File: src/rtl/tp_mem_arbiter.sv
// Two-port memory arbiter: round-robin write and read ports, collision
// blocking, and tagged one-cycle read return to the issuing requester.
module tp_mem_arbiter #(
    parameter int AW = 9,
    parameter int DW = 16
) (
    input  logic          clk,
    input  logic          rst,
    input  logic          wa_req,
    input  logic [AW-1:0] wa_addr,
    input  logic [DW-1:0] wa_data,
    output logic          wa_gnt,
    input  logic          wb_req,
    input  logic [AW-1:0] wb_addr,
    input  logic [DW-1:0] wb_data,
    output logic          wb_gnt,
    input  logic          ra_req,
    input  logic [AW-1:0] ra_addr,
    output logic          ra_gnt,
    output logic          ra_vld,
    output logic [DW-1:0] ra_data,
    input  logic          rb_req,
    input  logic [AW-1:0] rb_addr,
    output logic          rb_gnt,
    output logic          rb_vld,
    output logic [DW-1:0] rb_data,
    output logic          mem_wr_en,
    output logic [AW-1:0] mem_wr_addr,
    output logic [DW-1:0] mem_wr_word,
    output logic          mem_rd_en,
    output logic [AW-1:0] mem_rd_addr,
    input  logic [DW-1:0] mem_rd_word
);

    typedef enum logic {
        SIDE_A = 1'b0,
        SIDE_B = 1'b1
    } side_e;

    side_e         r_wptr;
    side_e         r_rptr;
    logic          r_tag_vld;
    logic          r_tag_src;
    logic [DW-1:0] r_ra_data;
    logic [DW-1:0] r_rb_data;

    logic          w_cand_a;
    logic          w_cand_b;
    logic [AW-1:0] w_cand_addr;
    logic          w_collide;

    // Write port: round-robin pick and memory write drive
    always_comb begin
        wa_gnt      = 1'b0;
        wb_gnt      = 1'b0;
        if (!rst) begin
            wa_gnt = wa_req & (~wb_req | (r_wptr == SIDE_A));
            wb_gnt = wb_req & (~wa_req | (r_wptr == SIDE_B));
        end
        mem_wr_en   = wa_gnt | wb_gnt;
        mem_wr_addr = wb_gnt ? wb_addr : wa_addr;
        mem_wr_word = wb_gnt ? wb_data : wa_data;
    end

    // Read port: candidate pick, then suppressed on a same-address write
    always_comb begin
        w_cand_a    = ra_req & (~rb_req | (r_rptr == SIDE_A));
        w_cand_b    = rb_req & (~ra_req | (r_rptr == SIDE_B));
        w_cand_addr = w_cand_b ? rb_addr : ra_addr;
        w_collide   = mem_wr_en & (w_cand_a | w_cand_b)
                    & (w_cand_addr == mem_wr_addr);
        ra_gnt      = 1'b0;
        rb_gnt      = 1'b0;
        if (!rst && !w_collide) begin
            ra_gnt = w_cand_a;
            rb_gnt = w_cand_b;
        end
        mem_rd_en   = ra_gnt | rb_gnt;
        mem_rd_addr = rb_gnt ? rb_addr : ra_addr;
    end

    // Pointers move to the non-granted side; held when nothing granted
    always_ff @(posedge clk or posedge rst) begin
        if (rst) begin
            r_wptr <= SIDE_A;
            r_rptr <= SIDE_A;
        end else begin
            if (wa_gnt)
                r_wptr <= SIDE_B;
            else if (wb_gnt)
                r_wptr <= SIDE_A;
            if (ra_gnt)
                r_rptr <= SIDE_B;
            else if (rb_gnt)
                r_rptr <= SIDE_A;
        end
    end

    // Read tag: remembers who issued the read for the return cycle
    always_ff @(posedge clk or posedge rst) begin
        if (rst) begin
            r_tag_vld <= 1'b0;
            r_tag_src <= 1'b0;
        end else begin
            r_tag_vld <= ra_gnt | rb_gnt;
            r_tag_src <= rb_gnt;
        end
    end

    assign ra_vld  = r_tag_vld & ~r_tag_src;
    assign rb_vld  = r_tag_vld & r_tag_src;
    assign ra_data = ra_vld ? mem_rd_word : r_ra_data;
    assign rb_data = rb_vld ? mem_rd_word : r_rb_data;

    // Hold registers keep the last returned word between vld pulses
    always_ff @(posedge clk or posedge rst) begin
        if (rst) begin
            r_ra_data <= '0;
            r_rb_data <= '0;
        end else begin
            if (ra_vld)
                r_ra_data <= mem_rd_word;
            if (rb_vld)
                r_rb_data <= mem_rd_word;
        end
    end

endmodule
File: config.mk
export PLATFORM = sky130hd
export DESIGN_NAME = tp_mem_arbiter
export DESIGN_NICKNAME = d
export VERILOG_FILES = /design/src/rtl/tp_mem_arbiter.sv
export SDC_FILE = /design/constraint.sdc
export NUM_CORES = 1
export LEC_CHECK = 0
export BUFFER_PORTS_ARGS = -buffer_cell sky130_fd_sc_hd__buf_2
export CORE_MARGIN = 1
export CORE_UTILIZATION = 36
export DETAILED_ROUTE_END_ITERATION = 10
export PLACE_DENSITY = 0.77
export SLEW_MARGIN = 10
export SYNTH_ARGS = -nofsm -noshare
export SYNTH_HDL_FRONTEND = slang
export SYNTH_SLANG_ARGS = --single-unit
File: constraint.sdc
create_clock -name clk -period 2.3 [get_ports clk]
set_clock_uncertainty 0.05 [all_clocks]
set_input_delay 0.115 -clock clk [delete_from_list [all_inputs] [get_ports clk]]
set_output_delay 0.115 -clock clk [all_outputs]
set_load 0.01 [all_outputs]
# Word level (Yosys, flattened, before mapping)
# Cells that the tools add are included.
[classes]
n_eq_ne = 1
mux = 14
bitwise = 22
reduce_logical = 5
[ops]
columns = ["operator", "n"]
rows = [
  ["2-to-1 mux 16 bit", 3],
  ["2-to-1 mux 9 bit", 3],
  ["== test 9 bit", 1],
  ["AND 1 bit", 8],
  ["2-to-1 mux 1 bit", 8],
  ["inverter 1 bit", 7],
  ["OR 1 bit", 7],
  ["nonzero test 2 bit", 2],
  ["logical NOT 1 bit", 2],
  ["logical AND 1 bit", 1],
]
[word_totals]
register_bits = 36
input_bits = 90
output_inout_bits = 74
word_cells = 48

# Logic depth before layout (Yosys ltp)
[logic_depth]
word_depth = 12
depth_mapped = 8

# Worst setup path before layout
# Ideal clock, no wire load.
[synth_timing]
path_type = "reg2out"
startpoint = "register r_wptr"
endpoint = "output mem_rd_addr[0]"
t_arrival_ns = 2.336
required_time_ns = 2.135
path_slack_ns = -0.201
stages_incl_launch_ff = 9
path_buffers = 1
cell_sequence = "dfrtp_1 -> and2b_2 -> nor2_4 -> buf_6 -> mux2i_1 -> xor2_1 -> nor4_2 -> a211oi_4 -> mux2_2"
[synth_via]
elab_chain_cells = 11
[synth_rtl]
columns = ["element", "line_no", "source"]
rows = [
  ["start, declared", "40", "side_e r_wptr;"],
  ["start signal, assigned", "85", "r_wptr <= SIDE_A;"],
  ["start signal, assigned", "89", "r_wptr <= SIDE_B;"],
  ["start signal, assigned", "91", "r_wptr <= SIDE_A;"],
  ["parallel branches: the longest is 6 deep, another holds 2-to-1 mux 9 bit", "--", ""],
  ["AND 1 bit *", "71", "& (w_cand_addr == mem_wr_addr);"],
  ["logical NOT 1 bit *", "74", "if (!rst && !w_collide) begin"],
  ["logical AND 1 bit *", "74", ""],
  ["2-to-1 mux 1 bit *", "74", ""],
  ["via rb_gnt", "24", "output logic rb_gnt,"],
  ["2-to-1 mux 9 bit *", "79", "mem_rd_addr = rb_gnt ? rb_addr : ra_addr;"],
  ["end, declared", "31", "output logic [AW-1:0] mem_rd_addr,"],
]
# Mark *: on every way through the listed nets, which the timed path passes.

# Final worst setup path
[layout_timing]
startpoint = "register r_wptr"
endpoint = "output mem_rd_addr[0]"
[layout_via]
elab_chain_cells = 11
[layout_rtl]
columns = ["element", "line_no"]
rows = [
  ["parallel branches: the longest is 6 deep, another holds 2-to-1 mux 9 bit", "--"],
  ["AND 1 bit *", "71"],
  ["logical NOT 1 bit *", "74"],
  ["logical AND 1 bit *", "74"],
  ["2-to-1 mux 1 bit *", "74"],
  ["2-to-1 mux 9 bit *", "79"],
]
# Every way passes the cells marked *.

==> summary.txt <==
Critical path
  – Worst-path fanout max: 5
  – CP Capture Type: primary output
  – Critical path, cell by cell: and2b_2 > nor2_4 > buf_6 > mux2_4 > xnor2_4 > nor4_4 > a211oi_4 > clkbuf_16 > mux2_2 > buf_2
  – Buffering stage count on the worst path with inverters included: 3
  – Stages on the worst setup path: 10
  – Critical path start-end classification: register to primary output
  – Cell with the largest stage delay on the worst path: dfrtp_1
  – Arrival time of data at the critical path endpoint: 2.73 ns
  – Stage delay of the slowest cell on the critical path: 0.35 ns
  – CP Launch Type: register
  – Number of cells on the worst reg-to-reg path: 11
  – Required time of the critical path: 2.13 ns
  – Gate family responsible for the most delay along the worst path: multiplexers

Floorplanning
  – Core area: about 0.0055 mm^2
  – Vertical die dimension: 78.3 um
  – Starting density of the core: 0.378
  – Total Die Area: 0.00613 mm^2
  – Number of top-level pins: 164
  – Number of placement rows: 27
  – Horizontal die dimension: around 78 um

Global route
  – Remaining Overflow, GRT: 0
  – Global-route wire length before repair: 9.78 mm
  – Initial antenna violation count: 0
  – Number of global-route vias before repair: between 2000 and 2500
  – Pin count of the biggest net entering global routing: 37
  – Total routing usage reported by global routing: 0.205

Synthesis
  – Post-Syn Instances: ~170
  – Post-synth top cells: mux2_2, dfrtp_1, mux2i_1
  – Cell variety after synth: 32
  – Area leader, netlist: dfrtp_1
  – Most area-consuming cells after synthesis: dfrtp_1, mux2_2, mux2i_1, xnor2_1, nand2_1
  – Post-synthesis async set-or-reset flop share: 1.00
  – Post-synthesis instance area: 0.00209 mm^2
  – Portion of synthesized cell area occupied by the leading cell type: 0.430
  – Primary FF master, synth: dfrtp_1
  – Net count of the mapped netlist: 259
  – Syn Area/Cell: 12.4 um^2
  – Synth Warn #: 0
  – Count of flip-flops with a built-in enable after synthesis: 0
  – Fraction of the yosys area taken by sequential cells: 0.430
  – Most instantiated library cell after synthesis: mux2_2
  – Seq cells post-synth: 36

Cells and area
  – Post-Layout Cell Count: 429
  – Layout-stage area growth over the synthesis result: 68.9%
  – Final antenna diode count: 0
  – Fillers: 402
  – Total number of nets in the final design: 446
  – Layout cell share with drive strength beyond 1: 0.776

STA
  – Slew Limit Fails: 0
  – Final hold violation count: 0
  – Fraction of the cycle the final worst path needs: 1.26
  – Max-Slew Margin vs Limit: 0.689
  – Final TNS setup: -6.03 ns
  – Final critical path time including I/O delays and setup: 2.90 ns
  – Number of failing setup endpoints in the final timing report: 12
  – Slack of the critical path: -0.596 ns
  – RSZ-0062 raised after global routing: true
  – Highest clock frequency the design can meet: 0.345 GHz
  – Transition time at the pin with the least slew margin: around 0.47 ns

Routing
  – Remaining DRCs: 0
  – Number of routed nets with antenna violations: 0
  – Routed Wire Length: 6.58 mm
  – Via-to-Cell Ratio: 4.94
  – Number of optimization iterations in the first detailed-route pass: 4
  – Detailed Route Iter0 Violations: 58
  – Count of vias placed by the detailed router: 2118
  – Wire length per cell: 15.3 um

Outcome
  – Failing checks: setup timing
  – Status: finished with violations

CTS
  – Clock-pin slew of the registers on the worst-case setup and hold paths: roughly 0.07 ns
  – Number of buffers on the longest clock path: 2
  – TritonCTS clock tree: yes
  – Clock root buffer: clkbuf_8
  – Hold buffers post-CTS: 0
  – CTS H-Tree Depth: 2
  – TritonCTS sink count: 36
  – Number of buffers added by the clock tree synthesis step: 5
  – Clock insertion delay at the later pin of the skew report: roughly 0.28 ns

Hold path
  – Worst hold-check path type: input pin to register
  – Hold depth: 2

Place
  – Minimum setup slack after placement: -0.375 ns
  – Port Buf Inserts: 163
  – Detail Placement HPWL: between 4 and 5 mm
  – Weighted congestion at the end of routability-driven global placement: 0.787
  – Placed cells: 417

Run
  – Max-capacitance violation count: 0

Power and ir drop
  – Leak Pwr: between 0.0015 and 0.002 uW
  – Power density over cell area: 631 mW/mm^2
  – Worst VDD drop: about 0.00029 V
## logic make-up after synthesis
kind of cell	synth area share
AOI/OAI and AO/OA	0.0735
xor gates and xnor gates	0.0251
buffers and inverters	0.0233
DFF	0.430
muxes	0.366
and+or+nand+nor	0.0818
## final cells by class
| cell class | count | area, um^2 | share of cell area |
|---|---|---|---|
| clock buffers | 6 | 72.6 | 0.0205 |
| well taps | 72 | 90.1 | 0.0255 |
| repair buffers | 186 | 1050 | 0.297 |
| flip-flops and latches | 36 | 901 | 0.255 |
| multi-input cells | 122 | 1370 | 0.388 |
| clock inverters | 2 | 35.0 | 0.00990 |
| inverters | 5 | 18.8 | 0.00530 |
## metal layers
layer,vias up,global-route usage,share of wire
met5,-,0,0
met4,0,0.0778,0.014
met3,14,0.0523,0.085
met2,124,0.374,0.52
met1,996,0.227,0.38
li1,984,-,-
## registers in the layout, indices dropped and copies added (netlist names)
signal / flops
r_tag_src: 1
r_rb_data: 16
r_rptr: 1
r_wptr: 1
r_tag_vld: 1
r_ra_data: 16
## worst paths after layout
| kind | from | endpoint | slack (ns) |
|---|---|---|---|
| max in group asynchronous | rst | r_rb_data[7]$_DFF_PP0_ | 1.75 |
| max | r_wptr$_DFFE_PP0P_ | mem_rd_addr[0] | -0.60 |
| min reg2reg | r_rb_data[15]$_DFF_PP0_ | r_rb_data[15]$_DFF_PP0_ | 0.45 |
| max reg2reg | r_wptr$_DFFE_PP0P_ | r_rptr$_DFFE_PP0P_ | 0.03 |
| min in group asynchronous | rst | r_wptr$_DFFE_PP0P_ | 0.12 |
| min | mem_rd_word[0] | r_ra_data[0]$_DFF_PP0_ | 0.05 |
## cell usage in the layout, fill, tap and decap left out, types with 4 or more instances in the layout
cell,synthesis,layout
dfrtp_1,36,36
buf_2,0,161
nand2_1,7,6
mux2_2,61,56
mux2i_4,0,6
clkbuf_8,0,5
inv_1,5,5
mux2_4,0,5
buf_6,1,5
xnor2_4,0,4
buf_4,0,17
## where the power goes
part           total (uW)  internal [uW]  switching [uW]  leakage [uW]
clock                 529            321             208     0.0000552
sequential            797            764            33.5      0.000423
combinational         905            476             429       0.00129
## repair_timing
item | 4_1_cts | 5_1_grt
gates resized for setup | 8 | 38
gates cloned | 0 | 1
pin swaps | 3 | 3
endpoints found under the setup margin | 13 | 14
setup buffers | 2 | 3
endpoints found under the hold margin | 0 | 0
## stage by stage
stage           util  power, uW  hold slack (ns)  instance area (um^2)
2_1_floorplan      -       1250            0.184                  2090
3_3_place_gp   0.564       1570            0.327                  3130
3_5_place_dp   0.564       1600            0.331                  3130
4_1_cts        0.595       2160           0.0337                  3300
5_1_grt        0.639       2370           0.0403                  3540
6_report       0.639       2230           0.0477                  3540
Note: power is estimated with default switching activity, not from simulation.
